[src/rtl/spi_cfg_master_if.sv]
// Requester-side bus for spi_cfg_master: per-requester valid/ready with packed address and data lanes.
interface spi_cfg_master_if #(
  parameter int N_REQ = 2
);
  logic [N_REQ-1:0]   req_valid;
  logic [N_REQ-1:0]   req_ready;
  logic [7*N_REQ-1:0] req_addr;
  logic [8*N_REQ-1:0] req_data;

  modport master (output req_valid, output req_addr, output req_data, input req_ready);
  modport slave  (input req_valid, input req_addr, input req_data, output req_ready);
endinterface

[src/rtl/spi_cfg_master.sv]
// Round-robin SPI mode-0 write master: sends 16-bit {1, addr[6:0], data[7:0]} frames, MSB first.
// Optional SPI_CFG_ADDR_CHECK_EN rejects addresses above MAX_ADDR with an err pulse instead of a frame.
module spi_cfg_master #(
  parameter int         N_REQ    = 2,
  parameter int         CLK_DIV  = 4,
  parameter int         CS_GAP   = 4,
  parameter logic [6:0] MAX_ADDR = 7'h04
) (
  input  logic                clk,
  input  logic                rst_n,
  spi_cfg_master_if.slave     req_if,
  output logic                busy,
  output logic                done,
  output logic [1:0]          done_id,
  output logic                err,
  output logic                sclk,
  output logic                ncs,
  output logic                copi
);

  typedef enum logic [2:0] {IDLE, LEAD, SHIFT_HI, SHIFT_LO, TRAIL, GAP} state_t;

  localparam logic [7:0] DIV_RELOAD = 8'(CLK_DIV - 1);
  localparam logic [7:0] GAP_RELOAD = 8'(CS_GAP - 1);

  state_t      state_q, state_d;
  logic [7:0]  div_q, div_d;
  logic [4:0]  bit_cnt_q, bit_cnt_d;
  logic [15:0] frame_q, frame_d;
  logic [1:0]  ptr_q, ptr_d;
  logic [1:0]  grant_q, grant_d;
  logic [1:0]  done_id_q, done_id_d;
  logic        busy_q, busy_d;
  logic        done_q, done_d;
  logic        err_q, err_d;
  logic        sclk_q, sclk_d;
  logic        ncs_q, ncs_d;
  logic        copi_q, copi_d;

  logic [1:0]  gnt;
  logic        gnt_vld;
  int          arb_idx;
  logic [6:0]  gnt_addr;
  logic [7:0]  gnt_data;
  logic        accept;
  logic        bad_addr;
  logic        tick;

  // Scan from the highest offset down so the lowest offset from the pointer wins.
  always_comb begin
    gnt     = '0;
    gnt_vld = 1'b0;
    arb_idx = 0;
    for (int off = N_REQ - 1; off >= 0; off--) begin
      arb_idx = int'(ptr_q) + off;
      if (arb_idx >= N_REQ) arb_idx = arb_idx - N_REQ;
      if (req_if.req_valid[arb_idx]) begin
        gnt     = 2'(arb_idx);
        gnt_vld = 1'b1;
      end
    end
  end

  assign gnt_addr = req_if.req_addr[7*int'(gnt) +: 7];
  assign gnt_data = req_if.req_data[8*int'(gnt) +: 8];

  // busy_q gates ready for the single rejected-request cycle spent in IDLE.
  always_comb begin
    req_if.req_ready = '0;
    for (int i = 0; i < N_REQ; i++) begin
      req_if.req_ready[i] = (state_q == IDLE) && !busy_q && gnt_vld && (int'(gnt) == i);
    end
  end

  assign accept = |req_if.req_ready;
  assign tick   = (div_q == 8'd0);

`ifdef SPI_CFG_ADDR_CHECK_EN
  assign bad_addr = (gnt_addr > MAX_ADDR);
`else
  assign bad_addr = 1'b0;
`endif

  always_comb begin
    state_d   = state_q;
    div_d     = div_q - 8'd1;
    bit_cnt_d = bit_cnt_q;
    frame_d   = frame_q;
    ptr_d     = ptr_q;
    grant_d   = grant_q;
    done_id_d = done_id_q;
    busy_d    = busy_q;
    done_d    = 1'b0;
    err_d     = 1'b0;
    sclk_d    = sclk_q;
    ncs_d     = ncs_q;
    copi_d    = copi_q;

    case (state_q)
      IDLE: begin
        div_d  = div_q;
        busy_d = 1'b0;
        if (accept) begin
          ptr_d   = (int'(gnt) == N_REQ - 1) ? 2'd0 : gnt + 2'd1;
          grant_d = gnt;
          busy_d  = 1'b1;
          if (bad_addr) begin
            err_d     = 1'b1;
            done_id_d = gnt;
          end else begin
            frame_d   = {1'b1, gnt_addr, gnt_data};
            state_d   = LEAD;
            div_d     = DIV_RELOAD;
            bit_cnt_d = 5'd0;
            ncs_d     = 1'b0;
            sclk_d    = 1'b0;
            copi_d    = 1'b1;
          end
        end
      end
      LEAD: begin
        if (tick) begin
          state_d   = SHIFT_HI;
          div_d     = DIV_RELOAD;
          sclk_d    = 1'b1;
          bit_cnt_d = bit_cnt_q + 5'd1;
        end
      end
      SHIFT_HI: begin
        if (tick) begin
          state_d = SHIFT_LO;
          div_d   = DIV_RELOAD;
          sclk_d  = 1'b0;
          copi_d  = frame_q[14];
          frame_d = {frame_q[14:0], 1'b0};
        end
      end
      SHIFT_LO: begin
        if (tick) begin
          div_d = DIV_RELOAD;
          if (bit_cnt_q == 5'd16) begin
            state_d = TRAIL;
          end else begin
            state_d   = SHIFT_HI;
            sclk_d    = 1'b1;
            bit_cnt_d = bit_cnt_q + 5'd1;
          end
        end
      end
      TRAIL: begin
        if (tick) begin
          state_d   = GAP;
          div_d     = GAP_RELOAD;
          ncs_d     = 1'b1;
          copi_d    = 1'b0;
          done_d    = 1'b1;
          done_id_d = grant_q;
        end
      end
      GAP: begin
        if (tick) begin
          state_d = IDLE;
          div_d   = DIV_RELOAD;
          busy_d  = 1'b0;
          copi_d  = 1'b0;
        end
      end
      default: state_d = IDLE;
    endcase
  end

  always_ff @(posedge clk) begin
    if (!rst_n) begin
      state_q   <= IDLE;
      div_q     <= DIV_RELOAD;
      bit_cnt_q <= 5'd0;
      frame_q   <= 16'd0;
      ptr_q     <= 2'd0;
      grant_q   <= 2'd0;
      done_id_q <= 2'd0;
      busy_q    <= 1'b0;
      done_q    <= 1'b0;
      err_q     <= 1'b0;
      sclk_q    <= 1'b0;
      ncs_q     <= 1'b1;
      copi_q    <= 1'b0;
    end else begin
      state_q   <= state_d;
      div_q     <= div_d;
      bit_cnt_q <= bit_cnt_d;
      frame_q   <= frame_d;
      ptr_q     <= ptr_d;
      grant_q   <= grant_d;
      done_id_q <= done_id_d;
      busy_q    <= busy_d;
      done_q    <= done_d;
      err_q     <= err_d;
      sclk_q    <= sclk_d;
      ncs_q     <= ncs_d;
      copi_q    <= copi_d;
    end
  end

  assign busy    = busy_q;
  assign done    = done_q;
  assign done_id = done_id_q;
  assign err     = err_q;
  assign sclk    = sclk_q;
  assign ncs     = ncs_q;
  assign copi    = copi_q;

endmodule

[src/flat_wrapper.sv]
// flat-port wrapper written by rule: the top's interface ports become plain ports
module spi_cfg_master_flat 
#(
  parameter int         N_REQ    = 2,
  parameter int         CLK_DIV  = 4,
  parameter int         CS_GAP   = 4,
  parameter logic [6:0] MAX_ADDR = 7'h04
)
  (clk, rst_n, busy, done, done_id, err, sclk, ncs, copi, req_if_req_valid, req_if_req_addr, req_if_req_data, req_if_req_ready);
  spi_cfg_master_if #(.N_REQ(N_REQ)) req_if_i ();
  input  logic clk;
  input  logic rst_n;
  output logic busy;
  output logic done;
  output logic [1:0] done_id;
  output logic err;
  output logic sclk;
  output logic ncs;
  output logic copi;
  input wire logic [$bits(req_if_i.req_valid)-1:0] req_if_req_valid;
  input wire logic [$bits(req_if_i.req_addr)-1:0] req_if_req_addr;
  input wire logic [$bits(req_if_i.req_data)-1:0] req_if_req_data;
  output wire logic [$bits(req_if_i.req_ready)-1:0] req_if_req_ready;
  assign req_if_i.req_valid = req_if_req_valid;
  assign req_if_i.req_addr = req_if_req_addr;
  assign req_if_i.req_data = req_if_req_data;
  assign req_if_req_ready = req_if_i.req_ready;
  spi_cfg_master #(.N_REQ(N_REQ), .CLK_DIV(CLK_DIV), .CS_GAP(CS_GAP), .MAX_ADDR(MAX_ADDR)) u_core (.clk(clk), .rst_n(rst_n), .req_if(req_if_i), .busy(busy), .done(done), .done_id(done_id), .err(err), .sclk(sclk), .ncs(ncs), .copi(copi));
endmodule
[config.mk]
export PLATFORM = sky130hd
export DESIGN_NAME = spi_cfg_master_flat
export DESIGN_NICKNAME = d
export VERILOG_FILES = /design/src/rtl/spi_cfg_master_if.sv /design/src/rtl/spi_cfg_master.sv /design/src/flat_wrapper.sv
export SDC_FILE = /design/constraint.sdc
export NUM_CORES = 1
export LEC_CHECK = 0
export CAP_MARGIN = 20
export CORE_UTILIZATION = 41
export CTS_BUF_LIST = sky130_fd_sc_hd__clkbuf_8 sky130_fd_sc_hd__clkbuf_16
export CTS_CLUSTER_DIAMETER = 80
export DETAILED_ROUTE_END_ITERATION = 8
export PLACE_DENSITY = 0.63
export SYNTH_ARGS = -nofsm -noshare
export SYNTH_HDL_FRONTEND = slang
export SYNTH_SLANG_ARGS = --single-unit
[constraint.sdc]
create_clock -name clk -period 2.3 [get_ports clk]
set_input_delay 0.345 -clock clk [delete_from_list [all_inputs] [get_ports clk]]
set_output_delay 0.345 -clock clk [all_outputs]
set_load 0.005 [all_outputs]
==> metrics.txt <==
syn avg cell area=a little under 9 um2; Starting Density=0.439; Rows=25; largest family of logic cells by synthesized area=compound AO/OA/AOI/OAI gates; most common flop cell mapped by yosys=dfxtp_1; vias=around 1.9k; status=completed; overall power=between 0.002 and 0.0025 W; Placed Instance Area=approximately 2700 um2; post-route ant nets=0; largest net degree at the start of global routing=26; Crit Path Max Fanout=5; Post-Syn Nets=roughly 280; TritonCTS clock tree=yes; fmax=465 MHz; XOR/XNOR Fraction of Synth Area=0.0371; # DRC=0; Max VDD drop=roughly 0.00037 V; ant diodes=0; Post-synth EDFFs=0; register bit total from synthesis=between 40 and 50; register area share after synthesis=0.395; clock skew=8.57 ps; Synth top area share=0.395; Max Cap Viol=0; Worst Path Arrival=between 1500 and 2000 ps; Synth async-reset ratio=0; synthesis-to-layout area growth=32.2%; Finished Cell Area=2810 um2; fill count=459; total clock sinks=between 40 and 50; DIE HEIGHT=about 74 um; LEAKAGE=between 1 and 1.5 nW; WL final=between 4000 and 5000 um; CP required=~2000 ps; DIE AREA=between 5000 and 6000 um2; Post-Synthesis Cells=244; vias per cell=about 5.3; crit-path cells=or3_4 > or3_4 > a21oi_1 > dlygate4sd2_1; Crit. End Element=primary output; Final HPWL DP=approximately 3500 um; Period minus WS final=between 2000 and 2500 ps; Netlist Area Pre-Place=~2100 um2; Worst Hold Class=flip-flop to flip-flop; vias in the first global route=1,813; final hold violations=0; DRT iter0 DRCs=roughly 130; Slew Viols, Final=0; Largest stage delay, worst path=around 430 ps; Initial DRT Pass Iterations=4; DP Worst Slack=-109 ps; adder-cell share of the synthesized area=0.0176; Ports=44; slew margin rel.=0.502; Worst-Skew Late Latency=300 ps; antenna violations before repair=0; RSZ-0062 raised after global routing=false; core area=~4800 um2; gpl congestion=between 0.8 and 0.9; top cell type by total area after synthesis=dfxtp_1; WL/cell=between 10 and 15 um; final worst slack=approximately 150 ps; CTS clk-pin slew, worst paths=approximately 80 ps; top cells by area, synth=dfxtp_1 40%, mux2_2 7.9%, a21oi_1 4.9%, a22oi_1 4.9%, nor2_1 4.6%; yosys warns=0; first-pass GRT wire length=8320 um; # Post-CTS Setup Buffers=0; worst-case clock buffer depth=2; GRT overflow=0; share of the synthesized area in compound gates (AO/OA/AOI/OAI)=0.220; Critical-path top delay cell=or3_4; GR Util All Layers=0.200; Startpoint Class=flip-flop; # setup viols final=0; mux cell area share after synthesis=0.103; Distinct cells, synth=48; Chip Width=around 74 um; CP most frequent cell=or3_4; worst setup path class=flip-flop to primary output; Cell Pwr Density=around 900 nW/um2; Clock Tree Root=clkbuf_8; Worst Tran Pin Value=between 700 and 800 ps; post-layout net count=between 300 and 400; layout cell share with drive strength beyond 1=0.178; IO buf count=42; H-tree level count=2; Synth Area in Simple Gates=0.175; Layout Utilization=0.580; fin crit share=0.935; CTS buffer count=5
[stage by stage]
step                TNS [ps]  hold slack [ps]  instances
finish                     0              464        365
detailed placement      -109              458        357
CTS                        0              471        365
global route               0              491        365
global placement       -80.2              450        357
floorplan                  0              440        244
[repair_timing]
| action | CTS | global route |
|---|---|---|
| endpoints found under the setup margin | 1 | 1 |
| hold buffers | 0 | 0 |
| resized for setup | 1 | 1 |
| pin swaps | 1 | 0 |
[cell families (layout without fill, tap and decap cells)]
family,count (synthesis),in the layout
buffers and inverters,24,78
AOI/OAI and AO/OA,71,71
DFF,42,42
other,1,1
muxes,20,20
xor gates and xnor gates,9,9
adders and majority gates,3,3
and+or+nand+nor,74,74
[cell usage in the layout (no fill, tap or decap), types with 2 or more instances in the layout]
master and instances:
a211oi_2 2, a21oi_1 21, a22oi_1 14, a31oi_1 4, and3_1 3, buf_4 19
clkbuf_8 5, clkdlybuf4s50_1 41, clkinv_2 2, dfxtp_1 42, ha_1 3, inv_1 8
mux2_2 15, mux2i_1 5, nand2_1 12, nand2b_1 2, nand3_1 11, nand4_1 3
nor2_1 26, nor3_1 5, nor4_1 2, o21ai_0 2, o21ai_1 15, o311ai_0 2
or3_4 2, xnor2_1 4, xor2_1 5
[metal layers]
metal  vias up  track usage  share of wire
li1        986            -              -
met1       878        0.262           0.47
met2        50        0.323           0.47
met3         6       0.0488          0.046
met4         0       0.0641          0.012
met5         -            0              0
[synth_stat cells, drive strengths merged, types with 3 or more instances]
master	instances
mux2	15
xor2	5
buf	8
or3	3
a21oi	22
and3	3
nand3	11
a22oi	14
nor4	3
a211oi	3
nand2	12
a31oi	4
xnor2	4
o21ai	18
clkbuf	7
inv	9
nor3	6
nand4	3
ha	3
mux2i	5
dfxtp	42
nor2	26
[sequential cells by signal, summed over array words and instances (netlist names), 2 cells and up]
name              flops
u_core.ptr_q          2
u_core.frame_q       15
u_core.grant_q        2
u_core.state_q        3
u_core.bit_cnt_q      5
u_core.done_id        2
u_core.div_q          8
[critical path, delay by kind of cell, from the launching register on]
family                 cells  cell delay, ps
AOI/OAI and AO/OA          1             110
DFF                        1             320
and+or+nand+nor            2             840
buffers and inverters      1             240
[report_power, final]
group | total (W) | leakage [nW] | internal (W) | switching, W
clock | 0.000573 | 0.0579 | 0.000319 | 0.000254
combinational | 0.000930 | 0.698 | 0.000451 | 0.000479
sequential | 0.000975 | 0.344 | 0.000880 | 0.0000952
[final cells by class]
cell class	count	area [um2]	area share
multi-input combinational	178	1180	0.421
timing repair buffer	61	562	0.200
tap	67	83.8	0.0298
clock buffer	5	68.8	0.0245
clock inverter	3	40.0	0.0142
sequential	42	841	0.299
inverter	9	33.8	0.0120
[worst paths after layout]
check	end	slack [ps]	startpoint	cells past startpoint
hold / removal	u_core.copi$_SDFFE_PN0P_	460	u_core.copi$_SDFFE_PN0P_	2
setup / recovery	req_if_req_ready[0]	150	u_core.state_q[2]$_SDFFE_PN0P_	4
hold reg to reg	u_core.copi$_SDFFE_PN0P_	460	u_core.copi$_SDFFE_PN0P_	2
setup reg to reg	u_core.frame_q[3]$_SDFFE_PN0P_	350	u_core.state_q[2]$_SDFFE_PN0P_	7
(Power assumes the default switching activity.)
